`config.mk`:
```
export PLATFORM = sky130hd
export DESIGN_NAME = vu_bar_driver
export DESIGN_NICKNAME = d
export VERILOG_FILES = /design/src/rtl/vu_pkg.sv /design/src/rtl/vu_mag_quant.sv /design/src/rtl/vu_bar_driver.sv
export SDC_FILE = /design/constraint.sdc
export NUM_CORES = 1
export LEC_CHECK = 0
export CORE_ASPECT_RATIO = 1.25
export CORE_MARGIN = 2
export CORE_UTILIZATION = 40
export CTS_BUF_LIST = sky130_fd_sc_hd__clkbuf_4 sky130_fd_sc_hd__clkbuf_8
export DETAILED_ROUTE_END_ITERATION = 10
export REMOVE_ABC_BUFFERS = 1
export SLEW_MARGIN = 40
export SYNTH_ARGS = -nofsm -noshare
export SYNTH_HDL_FRONTEND = slang
export SYNTH_SLANG_ARGS = --single-unit
```
`constraint.sdc`:
```
create_clock -name clk -period 3.1 [get_ports clk]
set_input_delay 0.775 -clock clk [delete_from_list [all_inputs] [get_ports clk]]
set_output_delay 0.775 -clock clk [all_outputs]
set_load 0.01 [all_outputs]
```
`src/rtl/vu_pkg.sv`:
```
// vu_pkg: shared VU meter types, level-width helper and thermometer decode
package vu_pkg;
  typedef enum logic [1:0] {IDLE = 2'd0, HOLD = 2'd1, FALL = 2'd2} peak_state_t;
  function automatic int lvl_w(input int leds);
    return $clog2(leds + 1);
  endfunction
  function automatic logic [63:0] thermo(input int unsigned n);
    return n >= 64 ? '1 : (64'd1 << n) - 64'd1;
  endfunction
endpackage

```
`src/rtl/vu_mag_quant.sv`:
```
// vu_mag_quant: sample magnitude with saturation, quantised to a bar level and registered
module vu_mag_quant
  import vu_pkg::*;
#(
  parameter int SAMPLE_W = 8,
  parameter int LEDS = 8,
  localparam int LVL_W = lvl_w(LEDS)
) (
  input  logic                clk,
  input  logic                rst,
  input  logic                sample_valid,
  input  logic [SAMPLE_W-1:0] sample,
  output logic                valid_q,
  output logic [LVL_W-1:0]    lvl_in
);
  localparam int SH = SAMPLE_W - 1 - $clog2(LEDS);
  localparam logic [LVL_W-1:0] MAX = LVL_W'(LEDS);
  logic [SAMPLE_W-1:0] neg;
  logic [SAMPLE_W-2:0] mag;
  logic [SAMPLE_W+LVL_W-2:0] shf;
  logic [LVL_W-1:0] q, lvl;
  always_comb begin
    neg = -sample;
    mag = sample == {1'b1, {(SAMPLE_W-1){1'b0}}} ? '1 :
          sample[SAMPLE_W-1] ? neg[SAMPLE_W-2:0] : sample[SAMPLE_W-2:0];
    shf = {{LVL_W{1'b0}}, mag} >> SH;
    q = shf[LVL_W-1:0] + 1'b1;
    lvl = mag == '0 ? '0 : q > MAX ? MAX : q;
  end
  always_ff @(posedge clk or negedge rst)
    if (!rst) begin
      valid_q <= 1'b0;
      lvl_in <= '0;
    end else begin
      valid_q <= sample_valid;
      lvl_in <= sample_valid ? lvl : '0;
    end
endmodule

```
`src/rtl/vu_bar_driver.sv`:
```
// vu_bar_driver: LED bar with instant attack, tick-paced decay and a hold/fall peak dot
module vu_bar_driver
  import vu_pkg::*;
#(
  parameter int SAMPLE_W = 8,
  parameter int LEDS = 8,
  parameter int HOLD_TICKS = 16,
  parameter int DECAY_TICKS = 4,
  localparam int LVL_W = lvl_w(LEDS)
) (
  input  logic                clk,
  input  logic                rst,
  input  logic                sample_valid,
  input  logic [SAMPLE_W-1:0] sample,
  input  logic                tick,
  output logic [LEDS-1:0]     bar,
  output logic [LVL_W-1:0]    bar_lvl,
  output logic [LVL_W-1:0]    peak_lvl,
  output logic [1:0]          peak_state
);
  localparam int DW = DECAY_TICKS > 1 ? $clog2(DECAY_TICKS) : 1;
  localparam int HW = HOLD_TICKS > 1 ? $clog2(HOLD_TICKS) : 1;
  logic valid_q;
  logic [LVL_W-1:0] lvl_in, bar_n, pk_n;
  logic [DW-1:0] dec_cnt, dec_n;
  logic [HW-1:0] hold_cnt, hc_n;
  peak_state_t st, st_n;
  logic dec_wrap, pk_att;
  logic [63:0] th;
  logic [LEDS-1:0] oh;
  vu_mag_quant #(.SAMPLE_W(SAMPLE_W), .LEDS(LEDS)) u_quant (
    .clk(clk), .rst(rst), .sample_valid(sample_valid), .sample(sample),
    .valid_q(valid_q), .lvl_in(lvl_in)
  );
  always_comb begin
    dec_wrap = tick && dec_cnt == DW'(DECAY_TICKS - 1);
    dec_n = tick ? (dec_wrap ? '0 : dec_cnt + 1'b1) : dec_cnt;
    bar_n = valid_q && lvl_in > bar_lvl ? lvl_in :
            dec_wrap && bar_lvl != '0 ? bar_lvl - 1'b1 : bar_lvl;
    pk_att = valid_q && lvl_in != '0 && lvl_in >= peak_lvl;
    st_n = st;
    pk_n = peak_lvl;
    hc_n = hold_cnt;
    // attack wins over a same-cycle tick, which is then not counted
    if (pk_att) begin
      st_n = HOLD;
      pk_n = lvl_in;
      hc_n = '0;
    end else if (tick && st == HOLD) begin
      hc_n = hold_cnt == HW'(HOLD_TICKS - 1) ? '0 : hold_cnt + 1'b1;
      st_n = hold_cnt == HW'(HOLD_TICKS - 1) ? FALL : HOLD;
    end else if (tick && st == FALL) begin
      pk_n = peak_lvl - 1'b1;
      st_n = peak_lvl == LVL_W'(1) ? IDLE : FALL;
    end
    th = thermo(32'(bar_lvl));
    oh = peak_lvl != '0 ? {{(LEDS-1){1'b0}}, 1'b1} << (peak_lvl - 1'b1) : '0;
  end
  always_ff @(posedge clk or negedge rst)
    if (!rst) begin
      bar <= '0;
      bar_lvl <= '0;
      peak_lvl <= '0;
      st <= IDLE;
      dec_cnt <= '0;
      hold_cnt <= '0;
    end else begin
      bar <= th[LEDS-1:0] | oh;
      bar_lvl <= bar_n;
      peak_lvl <= pk_n;
      st <= st_n;
      dec_cnt <= dec_n;
      hold_cnt <= hc_n;
    end
  assign peak_state = st;
endmodule
```
Yosys cells after proc, flatten, opt, wreduce, memory -nomap -nowiden
Index checks and enable logic that the tools add are counted.
{"block": "totals", "output_inout_bits": 18, "register_bits": 29, "wordCells": 64, "inputBits": 12}
{"block": "classes", "n_shift": 2, "n_reduce_logical": 16, "n_lt_le_gt_ge": 3, "n_eq_ne": 7, "mux": 20, "n_addsub": 7, "bitwise": 1}
{"operator": "4-bit two-way mux", "n": 11}
{"operator": "1-bit by 4-bit << shifter with 8-bit output, first input constant", "n": 2}
{"operator": "7-bit two-way mux", "n": 2}
{"operator": "2-bit two-way mux", "n": 6}
{"operator": "4-bit nonzero test", "n": 3}
{"operator": "8-bit == test, second input constant", "n": 1}
{"operator": "8-bit two-way mux", "n": 1}
{"operator": "8-bit OR", "n": 1}
{"operator": "4-bit by 1-bit subtractor with 4-bit output, second input constant", "n": 2}
{"operator": "8-bit by 1-bit subtractor with 8-bit output, second input constant", "n": 1}
{"operator": "1-bit logical AND", "n": 7}
{"operator": "7-bit zero test", "n": 1}
{"operator": "7-bit negation", "n": 1}
{"operator": "2-bit nonzero test", "n": 3}
{"operator": "3-bit by 1-bit adder with 4-bit output, second input constant", "n": 1}
{"operator": "4-bit by 1-bit adder with 4-bit output, second input constant", "n": 1}
{"operator": "2-bit == test, second input constant", "n": 2}
{"operator": "4-bit by 1-bit == test with 1-bit output, second input constant", "n": 1}
{"operator": "4-bit == test, second input constant", "n": 1}
{"operator": "4-bit >= comparator", "n": 1}
{"operator": "4-bit > comparator", "n": 1}
{"operator": "4-bit > comparator, second input constant", "n": 1}
{"operator": "3-bit nonzero test", "n": 1}
{"operator": "2-bit by 1-bit adder with 2-bit output, second input constant", "n": 1}
{"operator": "other kinds (3)", "n": 3}

Longest topological paths before layout
{"block": "logic_depth", "ltp_word": 8, "depth_mapped": 12, "mapped_depth_nobuf": 12}

Hierarchy
A second synthesis with hierarchy kept.
{"block": "hier_totals", "hier_cells": 217, "area_unflattened_um2": 2094.5}
{"mod": "vu_bar_driver", "cells_per_inst": 169, "area_each_um2": 1645.3, "instances": 1, "seq_area_each_um2": 600.6}
{"mod": "vu_mag_quant", "cells_per_inst": 48, "area_each_um2": 449.2, "instances": 1, "seq_area_each_um2": 125.1}

Worst setup path after synthesis
Ideal clock, no wire load.
{"block": "synth_timing", "path_kind": "input-to-reg", "start": "in sample[0]", "end": "reg u_quant.lvl_in[3]", "setup_slack_ps": 647, "t_required_ps": 3028, "path_stages": 12, "n_path_buf": 0, "setup_time_ps": 72, "arrival_ps": 2381, "cell_sequence": "inv_1 -> ha_1 -> or3b_1 -> nor2_1 -> o21a_1 -> nor2_1 -> a31o_2 -> ha_1 -> and3_1 -> nand3_1 -> o21ai_2 -> nor2_1"}
{"block": "synth_via", "elab_chain_cells": 8, "word_cells_on_any_way": 10, "cone_classes": "add/sub: 2; order compare: 1; eq/ne: 1; mux: 5; reduce/logical: 1"}
{"element": "start: declaration", "line": "vu_bar_driver.sv:14", "rtl": "input logic [SAMPLE_W-1:0] sample,"}
{"element": "7-bit negation", "line": "vu_mag_quant.sv:23", "rtl": "neg = -sample;"}
{"element": "7-bit two-way mux", "line": "vu_mag_quant.sv:25", "rtl": "sample[SAMPLE_W-1] ? neg[SAMPLE_W-2:0] : sample[SAMPLE_W-2:0];"}
{"element": "7-bit two-way mux (*)", "line": "vu_mag_quant.sv:24", "rtl": "mag = sample == {1'b1, {(SAMPLE_W-1){1'b0}}} ? '1 :"}
{"element": "3-bit by 1-bit adder with 4-bit output", "line": "vu_mag_quant.sv:27", "rtl": "q = shf[LVL_W-1:0] + 1'b1;"}
{"element": "4-bit > comparator", "line": "vu_mag_quant.sv:28", "rtl": "lvl = mag == '0 ? '0 : q > MAX ? MAX : q;"}
{"element": "4-bit two-way mux", "line": "vu_mag_quant.sv:28"}
{"element": "4-bit two-way mux (*)", "line": "vu_mag_quant.sv:28"}
{"element": "4-bit two-way mux (*)", "line": "vu_mag_quant.sv:36", "rtl": "lvl_in <= sample_valid ? lvl : '0;"}
{"element": "end signal: assignment", "line": "vu_mag_quant.sv:36"}
{"element": "end: declaration", "line": "vu_mag_quant.sv:14", "rtl": "output logic [LVL_W-1:0] lvl_in"}
Mark *: on every way between the ends. The rest lies on a longest branch, timed or not.
A chain may end at the register's enable or synchronous reset.

Worst setup path after layout
Same ends and word-level chain as after synthesis.

==> results_dict.tcl <==
set metrics [dict create \
    finalSetupViolCount 0 \
    die_y_um 84.1 \
    end_kind "flop" \
    drive_above_1_share_pct 12.1 \
    area_delta_synth_final_pct 22.7 \
    slowest_delay_ns 0.46 \
    path_cells "clkdlybuf4s50_1 > inv_1 > ha_1 > or3b_1 > nor2_1 > o21a_1 > nor2_1 > a31o_2 > ha_1 > and3_1 > nand3_1 > o21ai_2 > nor2_1" \
    drt_iter0_drc 104 \
    cp.required_ns 3.31 \
    synth_enable_flop_cells 0 \
    ant_nets 0 \
    htreeDepth 2 \
    post-cts-setup-buffers 0 \
    num-nets-final 294 \
    grt_use_total_pct 16.7 \
    cts_tree "done" \
    dp_hpwl_um 3210 \
    synth_cells 219 \
    pre_cts_ws_ns 0.0000147 \
    layout_common_cells "29 x nand2_1, 29 x dfrtp_1, 29 x clkdlybuf4s50_1" \
    cts_root_buf "clkbuf_8" \
    hold_viol_final 0 \
    final_area_sq_um 2520 \
    setup_slack_ns 0.296 \
    tightest_slew_ns 0.531 \
    vdd_drop_max_mv 0.203 \
    synth_top_flop_cell "dfrtp_1" \
    synth.yosys.seq_area_share_pct 35.3 \
    fmax_mhz 357 \
    ctsHoldBuffers 0 \
    maxSlewViolCount 0 \
    wl_um 4160 \
    outcome "completed" \
    drt_first_pass_iters 4 \
    cap_violations 0 \
    async_flop_share_pct 100 \
    cp.arrival_ns 3.01 \
    core_sq_um 5010 \
    io_buffer_count 29 \
    diodes 0 \
    num_rows 29 \
    antenna_found_initial 0 \
    p_leak_uw 0.00109 \
    syn_area_sq_um 2050 \
    grt_pass1_vias 1675 \
    grt_pass1_wl_um 7360 \
    initial_core_util_pct 41.0 \
    fin_skew_ns 0.00778 \
    rsz0062_at_grt "false" \
    crit_type "input pin to flop" \
    insertion_delay_ns 0.28 \
    slew_headroom_pct 64.3 \
    slowest_stage "clkdlybuf4s50_1" \
    clockBufferDepth 2 \
    tns_ns 0 \
    dpl_cell_area_sq_um 2430 \
    ys_warn_count 0 \
    cts_sinks 29 \
    clkTransAtPathRegs_ns 0.07 \
    cts-resized-gates 0 \
    grt.overflow.total 0 \
    die_area_sq_um 5730 \
    grt_max_degree 30 \
    yosys.cell_types.count 48 \
    die-width_um 68.1 \
    cts_made_buffers 5 \
    wl_per_cell_um 13.0 \
    power_density_nw_per_um2 844 \
    routed-via-count 1661 \
    route.detailed.drc 0 \
    ios 30 \
    critPathMaxFanout 5 \
    via_per_inst 5.21 \
    start_kind "input pin" \
    avgSynthCellArea_sq_um 9.38 \
    gp_congestion 0.772 \
    fin_crit_ns 2.80 \
    hold_class "flop to flop" \
    path_common_cell "nor2_1" \
    finalCritPeriodShare_pct 90.5 \
    synth-seq-cells 29 \
    hold_ws_ns 0.531 \
]
==> worst paths after layout <==
path | startpoint | end | slack, ns | cells after the start
setup / recovery | sample[0] | u_quant.lvl_in[3]$_DFF_PN0_ | 0.30 | 13
hold / removal | dec_cnt[1]$_DFFE_PN0P_ | dec_cnt[1]$_DFFE_PN0P_ | 0.53 | 1
setup reg to reg | bar_lvl[2]$_DFFE_PN0P_ | bar_lvl[1]$_DFFE_PN0P_ | 0.97 | 6
hold reg to reg | dec_cnt[1]$_DFFE_PN0P_ | dec_cnt[1]$_DFFE_PN0P_ | 0.53 | 1
max in group asynchronous | rst | u_quant.lvl_in[2]$_DFF_PN0_ | 1.95 | 2
min in group asynchronous | rst | bar[1]$_DFF_PN0_ | 0.88 | 2
==> where the power goes <==
group	internal (uW)	leakage [uW]	total [uW]	switching (uW)
Combinational	575	0.000690	1160	582
Sequential	521	0.000353	659	138
Clock	164	0.0000484	311	147
==> cell type report <==
type                    count  area, sq um
clock buffers               6         76.3
clock inverters             2         10.0
fillers                   505         2490
inverters                  12         45.0
multi-input cells         176         1270
flip-flops and latches     29          726
well taps                  62         77.6
repair buffers             32          313
==> synth_stat cells (4+ instances only) <==
master,number,area (sq um)
a31oi_1,4,25.0
ha_1,26,325
o21ai_0,8,40.0
nand4_1,4,25.0
a21oi_1,11,55.1
dfrtp_1,29,726
nand3_1,6,30.0
nor2_1,23,86.3
mux2_2,7,78.8
nand2_1,29,109
inv_1,12,45.0
xnor2_1,9,78.8
==> kinds of logic after synthesis <==
| kind of cell | Yosys count | synth area share [%] |
|---|---|---|
| simple gates | 82 | 19.7 |
| compound gates | 46 | 15.8 |
| xor+xnor | 12 | 5.12 |
| flops | 29 | 35.3 |
| mux | 10 | 5.54 |
| buf+inv | 14 | 2.68 |
| fa+ha+maj | 26 | 15.8 |
==> worst max-delay path, delay by kind of cell <==
family          cells  cell delay [ns]
compound gates      3             0.41
buf+inv             2             0.55
simple gates        6             0.88
fa+ha+maj           2             0.40
==> per-layer routing <==
layer	track usage, %	routed length, um
met1	18.9	1710
met2	29.0	2210
met3	3.78	137
met4	7.27	98
met5	0	0
==> registers in the layout, indices dropped and copies added (netlist names) <==
register / flops
u_quant.valid_q: 1
u_quant.lvl_in: 4
hold_cnt: 4
bar_lvl: 4
peak_lvl: 4
peak_state: 2
dec_cnt: 2
bar: 8
==> stage by stage <==
stage,power (uW),util (%),instances
after floorplan,1430,-,217
after global placement,1820,48.6,311
after detailed placement,1830,48.6,311
after CTS,2160,50.3,319
after global routing,2350,50.3,319
final,2130,50.3,319
Power figures use the tool's default switching activity.
